`src/rtl/fb_reader_pkg.sv`:
```
// Shared types and geometry for the frame-buffer nibble read path.
package fb_reader_pkg;
  localparam int FB_AW    = 9;
  localparam int FB_DW    = 4;
  localparam int FB_DEPTH = 512;
  localparam int LEN_W    = 10;

  typedef enum logic [1:0] {
    IDLE  = 2'd0,
    FETCH = 2'd1,
    DRAIN = 2'd2
  } state_e;
endpackage

```
`src/rtl/fb_nibble_reader_pix_fifo.sv`:
```
// Small circular pixel buffer; count output feeds the reader's read-credit logic.
module pix_fifo #(
  parameter int DEPTH = 2,
  parameter int W     = 4,
  parameter int CW    = $clog2(DEPTH + 1)
) (
  input  logic          clk,
  input  logic          rst_n,
  input  logic          flush,
  input  logic          push,
  input  logic [W-1:0]  din,
  input  logic          pop,
  output logic [W-1:0]  dout,
  output logic          empty,
  output logic [CW-1:0] cnt
);
  localparam int AW = (DEPTH > 1) ? $clog2(DEPTH) : 1;

  logic [DEPTH-1:0][W-1:0] mem_q, mem_d;
  logic [AW-1:0]           wp_q, wp_d, rp_q, rp_d;
  logic [CW-1:0]           cnt_q, cnt_d;
  logic                    do_pop;

  function automatic logic [AW-1:0] ptr_inc(input logic [AW-1:0] p);
    return (p == AW'(DEPTH - 1)) ? '0 : p + 1'b1;
  endfunction

  assign do_pop = pop && (cnt_q != '0);

  always_comb begin
    mem_d = mem_q;
    wp_d  = wp_q;
    rp_d  = rp_q;
    cnt_d = cnt_q;
    if (flush) begin
      wp_d  = '0;
      rp_d  = '0;
      cnt_d = '0;
    end else begin
      if (push) begin
        mem_d[wp_q] = din;
        wp_d        = ptr_inc(wp_q);
      end
      if (do_pop) rp_d = ptr_inc(rp_q);
      cnt_d = cnt_q + CW'(push) - CW'(do_pop);
    end
  end

  always_ff @(posedge clk or negedge rst_n) begin
    if (!rst_n) begin
      mem_q <= '0;
      wp_q  <= '0;
      rp_q  <= '0;
      cnt_q <= '0;
    end else begin
      mem_q <= mem_d;
      wp_q  <= wp_d;
      rp_q  <= rp_d;
      cnt_q <= cnt_d;
    end
  end

  // Head is zeroed when empty so a flushed line never leaks a stale pixel.
  assign empty = (cnt_q == '0);
  assign dout  = empty ? '0 : mem_q[rp_q];
  assign cnt   = cnt_q;
endmodule

```
`src/rtl/fb_nibble_reader.sv`:
```
// Line-oriented nibble reader: issues credit-limited BRAM reads and streams
// the returned pixels on a valid/ready interface.
module fb_nibble_reader
  import fb_reader_pkg::*;
#(
  parameter int RD_LAT = 1
) (
  input  logic             clk,
  input  logic             rst_n,
  input  logic             start,
  input  logic [FB_AW-1:0] base_addr,
  input  logic [LEN_W-1:0] line_len,
  input  logic             abort,
  output logic             mem_ceb,
  output logic             mem_oceb,
  output logic [FB_AW-1:0] mem_adb,
  input  logic [FB_DW-1:0] mem_doutb,
  output logic [FB_DW-1:0] pix_data,
  output logic             pix_valid,
  input  logic             pix_ready,
  output logic             busy,
  output logic             done
);
  localparam int D  = RD_LAT + 1;
  localparam int CW = $clog2(D + 1);

  state_e           state_q, state_d;
  logic [FB_AW-1:0] rd_addr_q, rd_addr_d, adb_q, adb_d;
  logic [LEN_W-1:0] rd_left_q, rd_left_d, out_left_q, out_left_d, len_sat;
  logic [RD_LAT:1]  vld_pipe_q, vld_pipe_d;
  logic             done_q, done_d;
  logic             issue, push, pop, flush, fifo_empty;
  logic [CW-1:0]    fifo_cnt;
  logic [3:0]       occ;

  assign len_sat = (line_len > LEN_W'(FB_DEPTH)) ? LEN_W'(FB_DEPTH) : line_len;
  assign flush   = abort && (state_q != IDLE);
  assign pop     = pix_valid && pix_ready;
  assign push    = vld_pipe_q[RD_LAT];

  always_comb begin
    occ = 4'(fifo_cnt);
    for (int i = 1; i <= RD_LAT; i++) occ = occ + 4'(vld_pipe_q[i]);
  end

  // A pixel leaving this cycle frees its slot, which keeps full rate at D = RD_LAT + 1.
  assign issue = (state_q == FETCH) && !abort && ((occ - 4'(pop)) < 4'(D));

  always_comb begin
    state_d    = state_q;
    rd_addr_d  = rd_addr_q;
    rd_left_d  = rd_left_q;
    out_left_d = out_left_q;
    adb_d      = adb_q;
    done_d     = 1'b0;
    vld_pipe_d = vld_pipe_q;
    vld_pipe_d[1] = issue;
    for (int i = 2; i <= RD_LAT; i++) vld_pipe_d[i] = vld_pipe_q[i-1];

    if (issue) begin
      adb_d     = rd_addr_q;
      rd_addr_d = rd_addr_q + 1'b1;
      rd_left_d = rd_left_q - 1'b1;
      if (rd_left_q == LEN_W'(1)) state_d = DRAIN;
    end
    if (pop) begin
      out_left_d = out_left_q - 1'b1;
      if (out_left_q == LEN_W'(1)) begin
        state_d = IDLE;
        done_d  = 1'b1;
      end
    end
    if ((state_q == IDLE) && start) begin
      if (len_sat == '0) begin
        done_d = 1'b1;
      end else begin
        rd_addr_d  = base_addr;
        rd_left_d  = len_sat;
        out_left_d = len_sat;
        state_d    = FETCH;
      end
    end
    if (flush) begin
      state_d    = IDLE;
      vld_pipe_d = '0;
      done_d     = 1'b0;
    end
  end

  always_ff @(posedge clk or negedge rst_n) begin
    if (!rst_n) begin
      state_q    <= IDLE;
      rd_addr_q  <= '0;
      rd_left_q  <= '0;
      out_left_q <= '0;
      adb_q      <= '0;
      done_q     <= 1'b0;
      vld_pipe_q <= '0;
    end else begin
      state_q    <= state_d;
      rd_addr_q  <= rd_addr_d;
      rd_left_q  <= rd_left_d;
      out_left_q <= out_left_d;
      adb_q      <= adb_d;
      done_q     <= done_d;
      vld_pipe_q <= vld_pipe_d;
    end
  end

  pix_fifo #(
    .DEPTH (D),
    .W     (FB_DW),
    .CW    (CW)
  ) u_fifo (
    .clk   (clk),
    .rst_n (rst_n),
    .flush (flush),
    .push  (push),
    .din   (mem_doutb),
    .pop   (pop),
    .dout  (pix_data),
    .empty (fifo_empty),
    .cnt   (fifo_cnt)
  );

  assign pix_valid = !fifo_empty;
  assign mem_ceb   = issue;
  assign mem_adb   = issue ? rd_addr_q : adb_q;
  assign mem_oceb  = 1'b1;
  assign busy      = (state_q != IDLE);
  assign done      = done_q;
endmodule

```
`config.mk`:
```
export PLATFORM = sky130hd
export DESIGN_NAME = fb_nibble_reader
export DESIGN_NICKNAME = d
export VERILOG_FILES = /design/src/rtl/fb_reader_pkg.sv /design/src/rtl/fb_nibble_reader_pix_fifo.sv /design/src/rtl/fb_nibble_reader.sv
export SDC_FILE = /design/constraint.sdc
export NUM_CORES = 1
export LEC_CHECK = 0
export BUFFER_PORTS_ARGS = -buffer_cell sky130_fd_sc_hd__buf_4
export CAP_MARGIN = 5
export CORE_MARGIN = 1.5
export CORE_UTILIZATION = 60
export DETAILED_ROUTE_END_ITERATION = 8
export GPL_ROUTABILITY_DRIVEN = 1
export GPL_TIMING_DRIVEN = 0
export PLACE_DENSITY = 0.84
export RECOVER_POWER = 50
export SYNTH_ARGS = -nofsm -noshare
export SYNTH_HDL_FRONTEND = slang
export SYNTH_SLANG_ARGS = --single-unit
export TNS_END_PERCENT = 100
```
`constraint.sdc`:
```
create_clock -name clk -period 9.1 [get_ports clk]
set_input_delay 0.91 -clock clk [delete_from_list [all_inputs] [get_ports clk]]
set_output_delay 0.91 -clock clk [all_outputs]
set_load 0.03 [all_outputs]
```
[After elaboration in Yosys (flattened, before gate mapping)]
Cells that the tools add are included.
Word-level totals
  bits in writable memories: 0
  logic and storage cells: 84
  ROM bits: 0
  input port bits: 28
  register bits after elaboration: 54
  output and inout bits: 18
  memories: 0
  latch bits: 0
Cells by class
  divide/modulo/power cells: 0
  shifts and indexed selects: 0
  $mul: 0
  add/sub/neg operators: 9
  bitwise operators: 1
  equal/unequal tests: 3
  reduce and logical (&&, ||, !) cells: 17
  multiplexer cells: 37
  order comparisons: 5
Operators with widths (number)
  10-bit two-way mux: 7
  9-bit two-way mux: 4
  10-bit by 1-bit == test with 1-bit output (second input constant): 2
  10-bit by 1-bit subtractor with 10-bit output (second input constant): 2
  2-bit two-way mux: 8
  4-bit two-way mux: 4
  1-bit two-way mux: 12
  10-bit > comparator (second input constant): 1
  10-bit zero test: 1
  9-bit by 1-bit adder with 9-bit output (second input constant): 1
  8-bit bitwise mux: 1
  2-bit nonzero test: 4
  1-bit logical AND: 7
  4-bit demux with 1-bit select: 1
  2-bit zero test: 2
  1-bit by 2-bit less-than comparator with 1-bit output (second input constant): 2
  4-bit by 2-bit less-than comparator with 1-bit output (second input constant): 1
  3-bit by 1-bit subtractor with 4-bit output: 1
  2-bit by 1-bit adder with 3-bit output: 1
  1-bit adder (second input constant): 2
  2-bit by 1-bit adder with 2-bit output: 1
  2-bit by 1-bit == test with 1-bit output (second input constant): 1
  1-bit zero test: 2
  2-bit AND reduction: 1
  3 further kinds: 3

[Longest topological paths before layout]
  depth after elaboration: 12
  depth in mapped cells: 13
  depth with buffers taken out: 11

[By module]
From an unflattened synthesis, not the netlist that was laid out.
Unflattened totals
  cell total of the unflattened synthesis: 300
  area, all modules: 2901.5 um^2
Modules (own cells, without submodules)
  fb_nibble_reader: cells each 255, seq. area each 1051.0 um^2, instances 1, area each 2309.7 um^2
  pix_fifo: cells each 45, seq. area each 300.3 um^2, instances 1, area each 591.8 um^2

[Worst setup path after synthesis]
No wires, ideal clock.
  path type: in2out
  from: in pix_ready
  to: out mem_adb[0]
  required time: 8.190 ns
  path slack: 4.416 ns
  stages: 13
  buffers on the path: 2
  arrival time: 3.774 ns
  path through: o21ai_0 > inv_1 > buf_2 > ha_1 > inv_1 > ha_1 > fa_1 > nor4b_4 > nand2_2 > inv_1 > buf_1 > nand2_1 > nand2_1
On the way
  cells in the longest elaborated chain, start to end: 5
RTL lines
  from (decl): RTL line fb_nibble_reader.sv:20  | input logic pix_ready,
  1-bit logical AND: RTL line fb_nibble_reader.sv:38  | assign pop = pix_valid && pix_ready;
  3-bit by 1-bit subtractor with 4-bit output: RTL line fb_nibble_reader.sv:47  | assign issue = (state_q == FETCH) && !abort && ((occ - 4'(pop)) < 4'(D));
  4-bit by 2-bit less-than comparator with 1-bit output: RTL line fb_nibble_reader.sv:47
  1-bit logical AND: RTL line fb_nibble_reader.sv:47
  named net mem_ceb: RTL line fb_nibble_reader.sv:14  | output logic mem_ceb,
  9-bit two-way mux
  to (decl): RTL line fb_nibble_reader.sv:16  | output logic [FB_AW-1:0] mem_adb,
The timed path passes the listed nets, and every way through them passes these cells.

[Worst setup path in the final report]
  from: in pix_ready
  to: out mem_adb[1]
On the way
  cells in the longest elaborated chain, start to end: 5
RTL lines (RTL line)
  1-bit logical AND: fb_nibble_reader.sv:38
  3-bit by 1-bit subtractor with 4-bit output: fb_nibble_reader.sv:47
  4-bit by 2-bit less-than comparator with 1-bit output: fb_nibble_reader.sv:47
  1-bit logical AND: fb_nibble_reader.sv:47
  9-bit two-way mux
Every way passes these cells.

==> summary.txt <==
Floorplan
  • I/O Pins: 46
  • Height of the chip: 71.7 um
  • Initial core utilization: 63.7%
  • Die width: 71.7 um
  • # rows: 24
  • Die footprint: 5140 um2
  • CORE AREA: 4440 um2

Yosys
  • Ranking of synthesized cells by area: dfrtp_1, nand2_1, xnor2_1
  • Largest family of logic cells by synthesized area: simple AND/OR/NAND/NOR gates
  • Ys Warns: 0
  • XOR/XNOR Fraction of Synth Area: 8.31%
  • Unique cell type count in the Yosys netlist: 47
  • Post-Syn Instances: 292
  • Post-Synth Adder-Cell Area: 3.80%
  • Seq cells post-synth: 54
  • Ys async rst share: 100%
  • Net Count, Synth: 328
  • Synth Area in Simple Gates: 21.0%
  • Post-synth EDFFs: 0
  • Post-synthesis instance area: 2830 um2
  • Avg Cell Area, Syn: 9.70 um2
  • Commonest cells in the netlist: dfrtp_1, nand2_1, a21oi_1
  • Top FF cell, synth: dfrtp_1
  • Compound-gate portion of the synthesized area: 10.8%
  • Sequential-to-total area share from yosys stat: 47.7%
  • Multiplexer share of the synthesized area: 4.60%
  • Post-synth top area cell: dfrtp_1
  • Yosys top cell area share: 47.7%
  • Most frequent cell after synthesis: dfrtp_1

Clock network
  • Clock Sinks: 54
  • Post-CTS sizing: 0
  • CTS Root Cell: clkbuf_8
  • Inserted Clock Buffers: 5
  • CTS tree: done
  • Hold bufs inserted after CTS: 0
  • Post-CTS setup buffer count: 0
  • Clock Pin Slew Worst Setup and Hold Paths: 0.10 ns
  • H-tree Lvls: 2
  • Clock latency on the worst-skew pair: 0.31 ns
  • CTS max path bufs: 2

Layout
  • Design area: 3310 um2
  • Register area: 1350 um2
  • NumNets Final: 379
  • Synthesis-to-layout area growth: 17.0%
  • Layout fillers: 336
  • Share of cells above drive strength 1: 20.9%
  • Diode count: 0
  • Multi-input gate area: 1380 um2

Timing
  • Fin. Hold Viols: 0
  • Pins Over Slew Limit: 55
  • Max Fclk: 193 MHz
  • Setup violations, final: 0
  • RSZ-0062 raised after global routing: no
  • Worst slew margin: -86.1%
  • TNS Setup: 0 ns
  • Min cycle time layout: 5.17 ns
  • Worst Tran Pin Value: 2.79 ns
  • Fin Clk Skew: 0.00858 ns
  • Final worst path period share: 56.8%

Global route
  • Gr usage total: 25.7%
  • First-pass GRT wire length: 10300 um
  • Pin count of the biggest net entering global routing: 55
  • Vias in the first global route: 2283
  • Initial antenna violation count: 0
  • Global route total overflow: 0

Detailed routing
  • Vias: 2351
  • Vias per cell: 5.94
  • Detailed Route Iter0 Violations: 160
  • Wire length per cell: 15.3 um
  • Total Wirelength: 6050 um
  • Routed Antenna Nets: 0
  • Drt pass-1 iters: 7
  • Drt drc: 0

Critical path
  • Reg-to-reg endpoint: state_q[0]$_DFF_PN0_
  • Critical-path top delay cell: fa_1
  • Crit path top cell by count: inv_1
  • CP cell instances: buf_4 -> o21ai_0 -> inv_1 -> clkbuf_1 -> ha_1 -> inv_1 -> ha_1 -> fa_1 -> nor4b_4 -> nand2_2 -> inv_1 -> buf_1 -> nand2_1 -> nand2_1 -> buf_4
  • Setup crit end kind: output port
  • Crit path from: pix_ready
  • Worst reg2reg path startpoint: u_fifo.cnt[1]$_DFF_PN0_
  • Startpoint types: input port
  • Required @ worst endpoint: 8.19 ns
  • Critical path endpoint: mem_adb[1]
  • CP max stage delay: 0.48 ns
  • Crit path DAT: 4.26 ns
  • Crit-path max FO: 10
  • Reg2reg path depth: 11
  • Reg-to-reg slack, setup: 5.22 ns
  • Setup CP Type: in2out

Flow run
  • Max_cap viols: 1

Placed design
  • Dpl hpwl: 4280 um
  • Port Buffers: 44
  • Gpl congestion: 0.806
  • DP Area: 3230 um2

Min path
  • Min-Delay Path Class: reg2reg
  • Min-delay src: adb_q[3]$_DFF_PN0_
  • Hold depth: 2

Outcome
  • Outcome: finished with violations
  • Failing checks: max-capacitance violations, max-slew violations

Power
  • Leak pwr: 1.48 nW
  • Final Power: 1.16 mW
  • Pwr per Cell Area: 350 nW/um2
  • Max IR drop VDD: 0.203 mV
-- where the power goes --
part	total (mW)	internal, mW	switching [mW]
Clock	0.139	0.0557	0.0831
Sequential	0.453	0.351	0.102
Combinational	0.567	0.229	0.338
Total	1.16	0.635	0.523
-- cell type report --
cell class | count | area share (%)
clock inverter | 3 | 0.756
tap | 52 | 1.96
clock buffer | 5 | 2.08
timing repair buffer | 44 | 9.75
multi-input combinational | 213 | 41.6
sequential | 54 | 40.8
buffer | 10 | 1.36
inverter | 15 | 1.70
-- how the worst min path moves through the flow --
stage | slack [ns] | end
global route | 0.51 | adb_q[5]$_DFF_PN0_
detailed placement | 0.46 | adb_q[7]$_DFF_PN0_
floorplan | 0.48 | u_fifo.mem_q[0]$_DFFE_PN0P_
global placement | 0.46 | adb_q[4]$_DFF_PN0_
finish | 0.48 | adb_q[3]$_DFF_PN0_
CTS | 0.49 | adb_q[5]$_DFF_PN0_
-- placed cells by master, fill, tap and decap left out, types with 7 or more instances in the layout --
master,count
o21ai_0,10
a31oi_1,8
nand3_1,14
nor2_1,15
ha_1,7
a21oi_1,22
inv_1,14
nand2_1,43
nor4_1,7
xnor2_1,15
buf_4,43
dfrtp_1,54
xor2_1,10
mux2_2,8
-- worst max-delay path, delay by kind of cell --
family	cells	cell delay, ns
and+or+nand+nor	4	0.82
adders and majority gates	3	1.00
buffers and inverters	7	1.37
AOI/OAI and AO/OA	1	0.14
-- routing by layer --
layer	global-route usage [%]	vias to the layer above	part of all wire [%]
li1	-	1125	-
met1	35.4	1122	44
met2	40.0	90	48
met3	5.77	14	5.9
met4	9.43	0	1.8
met5	0	-	0
-- cells by family (layout without fill, tap and decap cells) --
family | Yosys count | count (layout)
AO/OA/AOI/OAI | 52 | 52
XOR/XNOR | 26 | 26
adder cells (fa/ha/maj) | 8 | 8
buffers and inverters | 25 | 77
flip-flops | 54 | 54
multiplexers | 12 | 12
other | 1 | 1
AND/OR/NAND/NOR | 114 | 114
-- metrics by stage --
step | cells | setup slack, ns | utilization [%] | hold slack, ns
2_1_floorplan | 292 | 4.42 | - | 0.479
3_3_place_gp | 388 | 4.15 | 72.6 | 0.456
3_5_place_dp | 388 | 4.13 | 72.6 | 0.461
4_1_cts | 396 | 4.12 | 74.7 | 0.487
5_1_grt | 396 | 3.62 | 74.5 | 0.508
6_report | 396 | 3.93 | 74.5 | 0.483
-- sequential cells by signal, indices dropped and copies added, names as in the netlist --
register and count:
state_q 2, u_fifo.mem_q 8, out_left_q 10, u_fifo.wp_q 1, adb_q 9, u_fifo.rp_q 1, done 1, rd_addr_q 9
u_fifo.cnt 2, rd_left_q 10, push 1
No activity file was read; power rests on OpenSTA's default activity.
